===== config.mk =====
export PLATFORM = sky130hd
export DESIGN_NAME = paddle_pulse_decoder
export DESIGN_NICKNAME = d
export VERILOG_FILES = /design/src/rtl/ay_paddle_pkg.sv /design/src/rtl/sync_edge.sv /design/src/rtl/paddle_pulse_decoder.sv
export SDC_FILE = /design/constraint.sdc
export NUM_CORES = 1
export LEC_CHECK = 0
export ABC_AREA = 1
export BUFFER_PORTS_ARGS = -buffer_cell sky130_fd_sc_hd__clkbuf_2
export CORE_MARGIN = 5
export CORE_UTILIZATION = 40
export CTS_CLUSTER_SIZE = 8
export DETAILED_ROUTE_END_ITERATION = 7
export PLACE_DENSITY = 0.6
export SLEW_MARGIN = 20
export SYNTH_ARGS = -nofsm -noshare
export SYNTH_HDL_FRONTEND = slang
export SYNTH_SLANG_ARGS = --single-unit

===== constraint.sdc =====
create_clock -name clk_sys -period 1.65 [get_ports clk_sys]
set_input_delay 0.165 -clock clk_sys [delete_from_list [all_inputs] [get_ports clk_sys]]
set_output_delay 0.165 -clock clk_sys [all_outputs]
set_load 0.1 [all_outputs]

===== src/rtl/ay_paddle_pkg.sv =====
// Shared types and constants for the AY-3-8500 paddle pulse decoder.
// One decoder instance per player; all of them use these definitions.
package ay_paddle_pkg;

   localparam int LINE_W = 8;
   localparam logic [LINE_W-1:0] RESET_POS_DEFAULT = 8'd128;

   typedef enum logic [1:0] {
      IDLE,
      DISCHARGE,
      MEASURE,
      DONE
   } state_e;

endpackage


===== src/rtl/sync_edge.sv =====
// Optional flip-flop synchronizer followed by either a plain output or a
// registered rising-edge detector (STAGES = 0 bypasses the synchronizer).
module sync_edge #(
   parameter int STAGES   = 2,
   parameter bit RISE_OUT = 1'b0
) (
   input  logic clk_sys,
   input  logic reset,
   input  logic d_i,
   output logic q_o
);

   logic sig_s;

   if (STAGES == 0) begin : g_bypass
      assign sig_s = d_i;
   end else begin : g_sync
      logic [STAGES-1:0] chain_q;

      // NOTE: sequential state is written with <= so every flop samples the
      // pre-edge value of its neighbour; = here would collapse the chain.
      always_ff @(posedge clk_sys) begin
         if (reset) begin
            chain_q <= '0;
         end else begin
            chain_q[0] <= d_i;
            for (int i = 1; i < STAGES; i++) begin
               chain_q[i] <= chain_q[i-1];
            end
         end
      end

      assign sig_s = chain_q[STAGES-1];
   end

   if (RISE_OUT) begin : g_rise
      logic prev_q;

      always_ff @(posedge clk_sys) begin
         if (reset) begin
            prev_q <= 1'b0;
         end else begin
            prev_q <= sig_s;
         end
      end

      assign q_o = sig_s & ~prev_q;
   end else begin : g_level
      assign q_o = sig_s;
   end

endmodule


===== src/rtl/paddle_pulse_decoder.sv =====
// Counts hs lines from a vs frame start until the pot comparator fires and
// reports the count as an 8-bit bat position with a one-cycle valid strobe.
module paddle_pulse_decoder
   import ay_paddle_pkg::*;
#(
   parameter int               MAX_LINES       = 255,
   parameter int               DISCHARGE_LINES = 0,
   parameter int               SYNC_STAGES     = 2,
   parameter logic [LINE_W-1:0] RESET_POS      = RESET_POS_DEFAULT
) (
   input  logic              clk_sys,
   input  logic              reset,
   input  logic              hs,
   input  logic              vs,
   input  logic              pot_in,
   input  logic              invert,
   output logic              pot_discharge,
   output logic [LINE_W-1:0] position,
   output logic              valid,
   output logic              timeout
);

   localparam logic [LINE_W-1:0] MAX_L = LINE_W'(MAX_LINES);
   localparam logic [LINE_W-1:0] DIS_L = LINE_W'(DISCHARGE_LINES);
   localparam state_e START_STATE = (DISCHARGE_LINES > 0) ? DISCHARGE : MEASURE;

   logic pot_s, hs_rise, vs_rise;

   sync_edge #(.STAGES(SYNC_STAGES), .RISE_OUT(1'b0)) u_pot_sync (
      .clk_sys (clk_sys),
      .reset   (reset),
      .d_i     (pot_in),
      .q_o     (pot_s)
   );

   sync_edge #(.STAGES(0), .RISE_OUT(1'b1)) u_hs_edge (
      .clk_sys (clk_sys),
      .reset   (reset),
      .d_i     (hs),
      .q_o     (hs_rise)
   );

   sync_edge #(.STAGES(0), .RISE_OUT(1'b1)) u_vs_edge (
      .clk_sys (clk_sys),
      .reset   (reset),
      .d_i     (vs),
      .q_o     (vs_rise)
   );

   state_e            state_q, state_d;
   logic [LINE_W-1:0] count_q, count_d;
   logic [LINE_W-1:0] dis_q, dis_d;
   logic [LINE_W-1:0] position_q, position_d;
   logic              timeout_q, timeout_d;
   logic              valid_q, valid_d;
   logic [LINE_W-1:0] count_inc, dis_inc, inv_mask;

   assign count_inc = count_q + 8'd1;
   assign dis_inc   = dis_q + 8'd1;
   assign inv_mask  = {LINE_W{invert}};

   always_ff @(posedge clk_sys) begin
      if (reset) begin
         state_q    <= IDLE;
         count_q    <= '0;
         dis_q      <= '0;
         position_q <= RESET_POS;
         timeout_q  <= 1'b0;
         valid_q    <= 1'b0;
      end else begin
         state_q    <= state_d;
         count_q    <= count_d;
         dis_q      <= dis_d;
         position_q <= position_d;
         timeout_q  <= timeout_d;
         valid_q    <= valid_d;
      end
   end

   // NOTE: every signal driven here gets a default first, so no path through
   // the case statement can leave one unassigned and infer a latch.
   always_comb begin
      state_d    = state_q;
      count_d    = count_q;
      dis_d      = dis_q;
      position_d = position_q;
      timeout_d  = timeout_q;
      valid_d    = 1'b0;

      case (state_q)
         IDLE, DONE: begin
            if (vs_rise) begin
               count_d = '0;
               dis_d   = '0;
               state_d = START_STATE;
            end
         end

         DISCHARGE: begin
            if (vs_rise) begin
               count_d = '0;
               dis_d   = '0;
               state_d = START_STATE;
            end else if (hs_rise) begin
               if (dis_inc == DIS_L) begin
                  count_d = '0;
                  dis_d   = '0;
                  state_d = MEASURE;
               end else begin
                  dis_d = dis_inc;
               end
            end
         end

         MEASURE: begin
            // vs wins over a coincident hs: the frame restarts and that line is dropped.
            if (vs_rise) begin
               valid_d    = 1'b1;
               position_d = count_q ^ inv_mask;
               timeout_d  = 1'b1;
               count_d    = '0;
               dis_d      = '0;
               state_d    = START_STATE;
            end else if (hs_rise) begin
               if (pot_s) begin
                  valid_d    = 1'b1;
                  position_d = count_q ^ inv_mask;
                  timeout_d  = 1'b0;
                  state_d    = DONE;
               end else if (count_inc == MAX_L) begin
                  valid_d    = 1'b1;
                  position_d = MAX_L ^ inv_mask;
                  timeout_d  = 1'b1;
                  state_d    = DONE;
               end else begin
                  count_d = count_inc;
               end
            end
         end
      endcase
   end

   assign pot_discharge = (state_q == DISCHARGE);
   assign position      = position_q;
   assign timeout       = timeout_q;
   assign valid         = valid_q;

endmodule


==> qor.csv, run 1 <==
stage,metric,value,unit
grt,grt_max_degree,24,
yosys,syn_inst,272,
clock_tree,cts_tree,yes,
yosys,syn_nets,284,
clock_tree,path_clk_slew,0.07,ns
setup_path,worst-path-stages,9,
setup_path,cp_num_buf_inv,2,
setup_path,path_class,reg -> reg,
cells_and_area,layoutNonFillerInstCount,369,
floorplanning,die_h,77.1,µm
grt,grt_pass1_vias,1727,
cells_and_area,num-fill-cells,405,
route,totalWireLength,4320,µm
floorplanning,top_level_ports,17,
run,cap_violations,0,
power_and_ir_drop,p_total,2020,µW
sta,rsz0062_at_grt,true,
grt,grt_usage,15.3,%
run_status,status,"finished, violations left",
clock_tree,cts_sinks,32,
clock_tree,cts-buffers-inserted,5,
grt,grtUsageMet1,20.0,%
floorplanning,rows,24,
placement,place_inst,357,
sta,final-hold-violation-count,0,
cells_and_area,areaGrowthSynthToFinish,41.5,%
sta,fin_crit,1.72,ns
setup_path,cp-start-kind,flip-flop,
setup_path,cp_slowest_cell,dfxtp_4,
sta,max_freq,581,MHz
yosys,synth.cell_area,1800,µm²
clock_tree,cts_buffer_depth,2,
floorplanning,initial_core_util,41.4,%
cells_and_area,final_common_cell,nand2_1,
sta,worst_pin_slew,0.546,ns
setup_path,critPathMostFrequentCell,nand3_2,
yosys,synth_cell_type_count,25,
setup_path,critPathTopFamily,simple AND/OR/NAND/NOR gates,
grt,globalRouteMet3Util,4.68,%
placement,portBuffers,16,
yosys,syn_avg_cell_area,6.63,µm²
run_status,violations,setup timing,
power_and_ir_drop,power_leakage,0.00108,µW
sta,skew,0.00774,ns
route,first_pass_iters,4,
floorplanning,fp.coreArea,4350,µm²
route,vias_per_cell,4.91,
sta,timing.final.max_slew_violations,0,
cells_and_area,final_util,58.6,%
setup_path,r2r-end,count_q[5],
setup_path,worstSetupEndpointType,flip-flop,
grt,use_met2,24.2,%
grt,overflow,0,
power_and_ir_drop,p_per_area,793,nW/µm²
placement,dp_slack,-0.184,ns
setup_path,crit_path_max_incr_delay,0.37,ns
cells_and_area,final_cell_mix,"65 x nand2_1, 39 x inv_1, 23 x dfxtp_1, 23 x buf_4, 22 x nor2_1",
grt,grt_pass1_wl,7660,µm
yosys,ys_ff_latch,32,
route,drtIter0Drc,77,
grt,busiest_layer,met2,
cells_and_area,antenna_cells,0,
setup_path,critPathLaunch,dis_q[1],
setup_path,cp.arrival,1.95,ns
route,dr_total_vias,1813,
floorplanning,die_x,77.1,µm
setup_path,cp_max_fo,8,
setup_path,rr_worst_depth,9,
route,drc,0,
power_and_ir_drop,vdd_ir_drop_max,0.000598,V
sta,slew-limit-headroom,63.8,%
route,routedWlPerCell,11.7,µm
setup_path,r2r_slack,-0.07,ns
yosys,ys_warn_count,0,
sta,setup_slack,-0.0723,ns
sta,fin_crit_sh,104,%
sta,finalSetupViolCount,16,
clock_tree,clock-root-buffer,clkbuf_8,
setup_path,worstPathRequired,1.88,ns
hold_path,hold_class,in -> reg,
route,ant_nets,0,
cells_and_area,num-nets-final,328,
setup_path,r2r_start,dis_q[1],
yosys,yosysSeqAreaShare,35.5,%
clock_tree,cts_max_level,2,
setup_path,cp_cell_sequence,buf_6 -> nand3_1 -> nor2_1 -> xnor2_1 -> nand3_2 -> a21oi_4 -> buf_8 -> nand3_2 -> a21oi_2,
placement,dp_hpwl,2880,µm
cells_and_area,layout-drive-gt1-share,36.3,%
floorplanning,die-area,5950,µm²
grt,antenna_found_initial,0,
placement,globalplace.congestion,0.841,
clock_tree,clk_latency,0.29,ns
sta,fin_setup_tns,-0.712,ns
setup_path,endpoint,count_q[5],
cell type report:
class	instances	area (µm²)	area share (%)
Clock buffer	7	96.3	3.78
Clock inverter	1	30.0	1.18
Inverter	41	159	6.23
Multi-Input combinational cell	192	1210	47.5
Sequential cell	32	667	26.1
Tap cell	52	65.1	2.55
Timing Repair Buffer	44	322	12.6
what timing repair did:
item,CTS,global route
gates cloned,1,0
buffers inserted,2,1
setup endpoints to repair,20,20
pin swaps,22,13
hold buffers,0,0
gates resized for setup,35,38
worst min-delay path, cell delays in order:
cell and delay [ns]:
clkbuf_2 0.08, inv_1 0.04, nor2_1 0.03
how the worst min path moves through the flow:
stage	start	endpoint	cells after the start
5_1_grt	pot_in	u_pot_sync.g_sync.chain_q[0]	3
6_report	pot_in	u_pot_sync.g_sync.chain_q[0]	3
3_5_place_dp	pot_in	u_pot_sync.g_sync.chain_q[0]	3
4_1_cts	pot_in	u_pot_sync.g_sync.chain_q[0]	3
2_1_floorplan	pot_in	u_pot_sync.g_sync.chain_q[0]	2
3_3_place_gp	pot_in	u_pot_sync.g_sync.chain_q[0]	3
cell usage after synthesis, drive strengths merged:
cell type | count | area (µm²)
inv | 41 | 154
xor2 | 7 | 61.3
a211oi | 1 | 7.51
nand2 | 77 | 292
a21oi | 27 | 150
nand3 | 25 | 148
o21ai | 2 | 10.0
o21bai | 2 | 15.0
ha | 6 | 75.1
xnor2 | 2 | 17.5
nand4 | 10 | 62.6
buf | 4 | 27.5
clkbuf | 4 | 15.0
nor2 | 32 | 128
dfxtp | 32 | 641
power breakdown:
group	leakage (µW)	internal (µW)	total, µW	switching, µW
Clock	0.0000645	533	837	305
Combinational	0.000753	108	385	278
Sequential	0.000266	787	800	13.1
routing by layer:
layer  routed length (µm)  share of wire [%]  up-vias
li1                     -                  -      953
met3                  134                3.1        5
met4                   51                1.2        0
met1                 2100                 48      838
met5                    0                  0        -
met2                 2040                 47       17
sequential cells by signal, indices dropped and copies added, names as in the netlist:
| register | cells |
|---|---|
| u_pot_sync.g_sync.chain_q | 2 |
| timeout | 1 |
| state_q | 2 |
| count_q | 8 |
| position | 8 |
| dis_q | 8 |
| u_hs_edge.g_rise.prev_q | 1 |
| valid | 1 |
| u_vs_edge.g_rise.prev_q | 1 |
kinds of logic (layout without fill, tap and decap cells):
group / after synthesis / count (layout) / synth area share [%]
AND/OR/NAND/NOR: 144 / 145 / 34.9
buffers and inverters: 49 / 93 / 10.9
AO/OA/AOI/OAI: 32 / 32 / 10.1
flip-flops: 32 / 32 / 35.5
XOR/XNOR: 9 / 9 / 4.37
adder cells (fa/ha/maj): 6 / 6 / 4.16
through the flow:
step / cell area, µm² / hold WS, ns
floorplan: 1820 / 0.272
global placement: 2130 / 0.360
detailed placement: 2130 / 0.366
CTS: 2400 / 0.0574
global route: 2550 / 0.0945
finish: 2550 / 0.0592
(Power assumes the default switching activity.)
==> run 2: changes to the inputs <==
--- a/config.mk
+++ b/config.mk
@@ -12,6 +12,7 @@
 export CTS_CLUSTER_SIZE = 8
 export DETAILED_ROUTE_END_ITERATION = 7
 export PLACE_DENSITY = 0.6
+export SETUP_SLACK_MARGIN = 0.5
 export SLEW_MARGIN = 20
 export SYNTH_ARGS = -nofsm -noshare
 export SYNTH_HDL_FRONTEND = slang
==> run 2 against run 1 <==
Against the previous run: the flow still finishes with violations (setup timing); sequential share of layout area fell by 1.3 points; clock power fell by 11%; setup slack got worse by 0.017 ns; first-iteration DRC count fell by 3.9%; non-clock buffer count rose by 15; critical path depth rose by 3; fmax fell by 0.97%; core utilization rose by 3.2 points; cell count rose by 4.1%.
==> qor.csv, run 2 (synthesis results as in run 1) <==
stage,metric,value,unit,change
clock_tree,path_clk_slew,0.07,ns,about the same
run_status,violations,setup timing,,
clock_tree,cts_max_level,2,,unchanged
setup_path,path_class,reg -> reg,,
cells_and_area,final_cell_mix,"60 x nand2_1, 45 x buf_4, 35 x inv_1",,
run_status,status,"finished, violations left",,
cells_and_area,antenna_cells,0,,unchanged
sta,fin_crit_sh,105,%,+1.0 points
floorplanning,die_h,77.1,µm,unchanged
placement,dp_hpwl,2930,µm,+1.6%
hold_path,hold_class,in -> reg,,
sta,worst_pin_slew,0.614,ns,+0.0685 ns
cells_and_area,num-fill-cells,409,,+0.99%
floorplanning,rows,24,,unchanged
sta,fin_setup_tns,-0.972,ns,-0.260 ns
floorplanning,fp.coreArea,4350,µm²,unchanged
clock_tree,cts_buffer_depth,2,,unchanged
sta,finalSetupViolCount,17,,+1
grt,grt_pass1_vias,1689,,-2.2%
sta,timing.final.max_slew_violations,0,,unchanged
sta,fin_crit,1.74,ns,+0.0168 ns
placement,globalplace.congestion,0.844,,+0.27%
power_and_ir_drop,seqPwrFrac,41.0,%,+1.5 points
power_and_ir_drop,clkPwrFrac,37.9,%,-3.5 points
floorplanning,initial_core_util,41.4,%,unchanged
grt,grt_usage,15.6,%,+0.34 points
setup_path,r2r_slack,-0.09,ns,-0.02 ns
setup_path,worstPathRequired,1.87,ns,about the same
grt,antenna_found_initial,0,,unchanged
grt,overflow,0,,unchanged
power_and_ir_drop,vdd_ir_drop_max,0.000413,V,-31%
hold_path,hold_end,u_pot_sync.g_sync.chain_q[0],,
floorplanning,die-area,5950,µm²,unchanged
clock_tree,cts_sinks,32,,unchanged
route,totalWireLength,4440,µm,+2.8%
power_and_ir_drop,switching_share,30.1,%,+0.70 points
setup_path,worstSetupEndpointType,flip-flop,,
setup_path,cp-start-kind,flip-flop,,
route,vias_per_cell,4.83,,-1.8%
setup_path,cp_slowest_cell,dfxtp_4,,
sta,holdWs,0.0681,ns,+0.00890 ns
power_and_ir_drop,power_leakage,0.00114,µW,+5.3%
clock_tree,cts_tree,yes,,
power_and_ir_drop,power_frac_comb,21.0,%,+1.9 points
route,ant_nets,0,,unchanged
hold_path,hold-path-cell-count,3,,unchanged
cells_and_area,layout-drive-gt1-share,41.9,%,+5.6 points
cells_and_area,num-nets-final,343,,+4.6%
power_and_ir_drop,p_per_area,729,nW/µm²,-8.0%
cells_and_area,final_common_cell,nand2_1,,
floorplanning,die_x,77.1,µm,unchanged
route,drtIter0Drc,74,,-3.9%
setup_path,cp_cell_sequence,ha_4 -> inv_2 -> nand2_2 -> nand2_2 -> nor2_2 -> nand3_1 -> nor2_1 -> nand2_2 -> nand3_4 -> buf_12 -> nand4_1 -> a21oi_2,,
grt,grt_max_degree,28,,+17%
clock_tree,clock-root-buffer,clkbuf_8,,
grt,grt_pass1_wl,7690,µm,+0.44%
setup_path,rr_worst_depth,12,,+3
hold_path,hold_path_startpoint,pot_in,,
setup_path,crit_path_max_incr_delay,0.38,ns,about the same
route,dr_total_vias,1853,,+2.2%
power_and_ir_drop,intPower,1370,µW,-4.0%
route,routedWlPerCell,11.6,µm,-1.3%
sta,final-hold-violation-count,0,,unchanged
clock_tree,cts-buffers-inserted,5,,unchanged
route,first_pass_iters,4,,unchanged
sta,skew,0.00612,ns,-0.00161 ns
setup_path,cp.arrival,1.96,ns,about the same
setup_path,critPathMostFrequentCell,nand2_2,,
route,drc,0,,unchanged
power_and_ir_drop,p_total,1960,µW,-3.0%
setup_path,cp_max_fo,7,,-1
setup_path,r2r_start,count_q[1],,
sta,max_freq,575,MHz,-0.97%
setup_path,r2r-end,position[5],,
clock_tree,clk_latency,0.29,ns,about the same
run,cap_violations,0,,unchanged
placement,portBuffers,16,,unchanged
sta,setup_slack,-0.0891,ns,-0.0168 ns
cells_and_area,areaGrowthSynthToFinish,49.2,%,
sta,rsz0062_at_grt,true,,
power_and_ir_drop,power_switching,591,µW,-0.69%
floorplanning,top_level_ports,17,,unchanged
sta,slew-limit-headroom,59.1,%,-4.7 points
[run 2: cell count changes in the layout (fill, tap and decap cells not counted), sizes merged]
cell / previous run / this run
clkbuf: 23 / 13
buf: 28 / 52
clkinv: 0 / 1
[run 2: layout make-up]
type | instances | area (µm²) | share of cell area (%)
clock buffers | 6 | 72.6 | 2.70
flip-flops and latches | 32 | 669 | 24.9
repair buffers | 59 | 483 | 18.0
inverters | 41 | 156 | 5.81
well taps | 52 | 65.1 | 2.42
clock inverters | 2 | 35.0 | 1.30
multi-input cells | 192 | 1210 | 44.9
[run 2: metal layers]
| metal | global-route usage, % | routed length, µm | vias to the layer above |
|---|---|---|---|
| met2 | 25.3 | 2240 | 27 |
| met1 | 20.2 | 1960 | 837 |
| li1 | - | - | 981 |
| met4 | 4.64 | 58 | 0 |
| met3 | 4.10 | 191 | 8 |
| met5 | 0 | 0 | - |
[run 2: worst max-delay path, delay by kind of cell (launching register included)]
kind                     cells  cell delay (ns)
AO/OA/AOI/OAI                1             0.16
adder cells (fa/ha/maj)      1             0.16
AND/OR/NAND/NOR              8             0.80
flip-flops                   1             0.38
buffers and inverters        2             0.17
[run 2: worst max path at each step]
stage	cells after the start	start	slack [ns]	endpoint
2_1_floorplan	11	dis_q[1]	0.08	state_q[0]
3_3_place_gp	9	dis_q[0]	-0.10	count_q[0]
3_5_place_dp	9	dis_q[0]	-0.12	count_q[5]
4_1_cts	10	dis_q[0]	-0.05	count_q[0]
5_1_grt	10	count_q[1]	-0.23	position[5]
6_report	12	count_q[1]	-0.09	position[5]
[run 2: power groups by stage]
stage	clock [µW]	sequential [µW]	combinational, µW
after detailed placement	0	822	341
final	744	805	413
after floorplan	0	909	179
after CTS	766	805	376
after global placement	0	821	341
after global routing	823	807	445
[run 2: through the flow]
step / setup WS (ns) / cells / util [%] / instance area (µm²)
2_1_floorplan: 0.0819 / 272 / - / 1900
3_3_place_gp: -0.103 / 362 / 51.1 / 2230
3_5_place_dp: -0.117 / 362 / 51.1 / 2230
4_1_cts: -0.0536 / 375 / 57.3 / 2490
5_1_grt: -0.226 / 384 / 61.8 / 2690
6_report: -0.0891 / 384 / 61.8 / 2690
[run 2: timing repair]
action | CTS | global route
gates resized for setup | 32 | 50
pin swaps | 17 | 25
gates cloned | 1 | 0
buffers inserted | 4 | 9
hold buffers | 0 | 0
setup endpoints to repair | 39 | 38
==> run 3: changes to the inputs <==
--- a/config.mk
+++ b/config.mk
@@ -16,4 +16,5 @@
 export SLEW_MARGIN = 20
 export SYNTH_ARGS = -nofsm -noshare
 export SYNTH_HDL_FRONTEND = slang
+export SYNTH_HIERARCHICAL = 1
 export SYNTH_SLANG_ARGS = --single-unit
==> run 3 against run 2 <==
Against the previous run: the flow still finishes with violations (setup timing); clock power decreased by 18%; core utilization grew 3.9 points; largest cell class unchanged; critical path type unchanged; sequential power rose by 8.8%; critical path depth rose by 1; sequential share of layout area shrank 1.9 points; cell count is 2.9% higher; fmax down 3.7%.
==> qor.csv, run 3 <==
stage,metric,value,unit,change
yosys,syn_inst,278,,+2.2%
floorplanning,rows,24,,unchanged
yosys,yosysSeqAreaShare,34.9,%,-0.68 points
placement,globalplace.congestion,0.825,,-2.2%
sta,slew-limit-headroom,79.0,%,+20 points
power_and_ir_drop,p_per_area,765,nW/µm²,+4.9%
yosys,synth_top_cell_by_area,dfxtp_1,,
sta,fin_crit_sh,110,%,+4.1 points
cells_and_area,num-nets-final,353,,+2.9%
setup_path,worstPathRequired,1.84,ns,-0.03 ns
placement,dp_hpwl,2950,µm,+0.61%
yosys,synthTopCellsByArea,"dfxtp_1 35%, nand2_1 14%, nor2_1 11%, inv_1 8.0%, nand3_1 4.4%",,
grt,busiest_layer,met2,,
cells_and_area,layout-drive-gt1-share,47.5,%,+5.7 points
setup_path,cp-start-kind,flip-flop,,
route,routedWlPerCell,13.0,µm,+12%
clock_tree,clk_latency,0.29,ns,about the same
cells_and_area,areaGrowthSynthToFinish,57.7,%,
clock_tree,cts_sinks,32,,unchanged
placement,portBuffers,16,,unchanged
yosys,synth_edf_count,0,,unchanged
yosys,ys_top_cells_by_count,"67 x nand2_1, 53 x nor2_1, 39 x inv_1",,
setup_path,crit_path_max_incr_delay,0.38,ns,about the same
yosys,synth.most_common_cell,nand2_1,,
floorplanning,die-area,6050,µm²,+1.7%
sta,final-hold-violation-count,0,,unchanged
run,cap_violations,0,,unchanged
sta,worst_pin_slew,0.313,ns,-0.301 ns
yosys,synthFlopType,dfxtp_1,,
sta,finalSetupViolCount,18,,+1
yosys,syn_nets,289,,+1.8%
cells_and_area,final_util,65.6,%,+3.9 points
grt,grt_usage,15.8,%,+0.18 points
route,drtIter0Drc,110,,+49%
floorplanning,die_h,77.8,µm,+0.84%
hold_path,hold-path-cell-count,3,,unchanged
sta,timing.final.max_slew_violations,0,,unchanged
cells_and_area,antenna_cells,0,,unchanged
route,vias_per_cell,4.91,,+1.8%
yosys,synth_cell_type_count,24,,-4.0%
grt,grtUsageMet1,20.1,%,-0.14 points
grt,grt_pass1_vias,1654,,-2.1%
setup_path,cp_cell_sequence,ha_4 -> nand2_4 -> nor2_4 -> nand2_1 -> nand2_1 -> nand2_1 -> nor2_1 -> nand2_2 -> a21oi_4 -> buf_6 -> nand2_8 -> nor2_1 -> nor2_1,,
sta,skew,0.00934,ns,+0.00321 ns
route,drc,0,,unchanged
yosys,syn_avg_cell_area,6.61,µm²,-0.26%
sta,fin_setup_tns,-1.59,ns,-0.619 ns
floorplanning,initial_core_util,41.6,%,+0.23 points
yosys,ys_ff_latch,32,,unchanged
run_status,status,"finished, violations left",,
setup_path,rr_worst_depth,13,,+1
setup_path,r2r_slack,-0.16,ns,-0.07 ns
yosys,netlist.area_leader.share,34.9,%,-0.68 points
clock_tree,clock-root-buffer,clkbuf_8,,
route,dr_total_vias,1941,,+4.7%
floorplanning,die_x,77.8,µm,+0.84%
yosys,ys_async_sr_fraction,0,%,unchanged
run_status,violations,setup timing,,
grt,grt_pass1_wl,7710,µm,+0.18%
setup_path,cp.arrival,2.00,ns,+0.04 ns
hold_path,hold_class,in -> reg,,
yosys,ys_warn_count,6,,+6
clock_tree,cts_tree,yes,,
setup_path,cp_max_fo,7,,unchanged
floorplanning,top_level_ports,17,,unchanged
sta,max_freq,553,MHz,-3.7%
route,totalWireLength,5120,µm,+15%
power_and_ir_drop,vdd_ir_drop_max,0.000380,V,-8.1%
clock_tree,path_clk_slew,0.08,ns,about the same
placement,dp_slack,-0.124,ns,-0.00628 ns
setup_path,worstSetupEndpointType,flip-flop,,
grt,overflow,0,,unchanged
clock_tree,cts_buffer_depth,2,,unchanged
route,first_pass_iters,5,,+1
grt,grt_max_degree,14,,-50%
grt,globalRouteMet3Util,3.82,%,-0.28 points
sta,setup_slack,-0.157,ns,-0.0676 ns
cells_and_area,final_cell_mix,"47 x nand2_1, 40 x nor2_1, 38 x buf_4",,
grt,use_met2,26.3,%,+1.0 points
floorplanning,fp.coreArea,4410,µm²,+1.4%
clock_tree,cts-buffers-inserted,5,,unchanged
sta,rsz0062_at_grt,true,,
grt,antenna_found_initial,0,,unchanged
route,ant_nets,0,,unchanged
setup_path,path_class,reg -> reg,,
setup_path,cp_slowest_cell,dfxtp_4,,
sta,fin_crit,1.81,ns,+0.0676 ns
power_and_ir_drop,power_leakage,0.00126,µW,+11%
cells_and_area,final_common_cell,nand2_1,,
clock_tree,cts_max_level,2,,unchanged
yosys,synth.cell_area,1840,µm²,+1.9%
-- run 3: power by group --
group	leakage (µW)	switching [µW]	internal, µW
logic	0.000950	442	285
registers	0.000267	56.4	820
clock network	0.0000479	319	294
-- run 3: worst paths after layout --
check,startpoint,to
setup reg to reg,dis_q[1],count_q[3]
hold / removal,pot_in,u_pot_sync/g_sync.chain_q[0]
hold reg to reg,u_pot_sync/g_sync.chain_q[0],u_pot_sync/g_sync.chain_q[1]
setup / recovery,dis_q[1],count_q[3]
-- run 3: cell families (layout without fill, tap and decap cells) --
| logic type | Yosys count | count (layout) | share of synthesized area, % |
|---|---|---|---|
| compound gates | 30 | 30 | 10.3 |
| xor+xnor | 8 | 8 | 3.81 |
| fa+ha+maj | 5 | 5 | 3.40 |
| buf+inv | 46 | 107 | 10.6 |
| flops | 32 | 32 | 34.9 |
| simple gates | 157 | 161 | 37.0 |
-- run 3: layout make-up --
type                            count  area, µm²
Tap cell                           52       65.1
Fill cell                         363       1520
Inverter                           40        163
Clock inverter                      3       18.8
Sequential cell                    32        666
Multi-Input combinational cell    204       1400
Timing Repair Buffer               59        515
Clock buffer                        5       68.8
-- run 3: worst max-delay path: cells and delay by family (launching register included) --
| kind | cells | cell delay (ns) |
|---|---|---|
| flops | 1 | 0.38 |
| fa+ha+maj | 1 | 0.17 |
| buf+inv | 1 | 0.16 |
| simple gates | 10 | 0.78 |
| compound gates | 1 | 0.21 |
-- run 3: what timing repair did --
item	4_1_cts	5_1_grt
cloned	2	2
setup buffers	13	6
hold buffers	0	0
gates resized for setup	49	66
endpoints found under the setup margin	37	34
pin swaps	12	15
-- run 3: layer usage --
layer	share of wire, %	vias up	wire [µm]
met5	0	-	0
met2	52	40	2640
met4	1.2	0	59
met3	3.7	6	191
li1	-	996	-
met1	43	899	2230
-- run 3: through the flow --
step / cell area (µm²) / instances / power (µW) / hold WS (ns)
after global placement: 2200 / 364 / 1390 / 0.367
final: 2900 / 395 / 2220 / 0.0665
after CTS: 2600 / 387 / 2120 / 0.0639
after global routing: 2900 / 395 / 2340 / 0.0659
after floorplan: 1920 / 278 / 1270 / 0.236
after detailed placement: 2200 / 364 / 1390 / 0.369
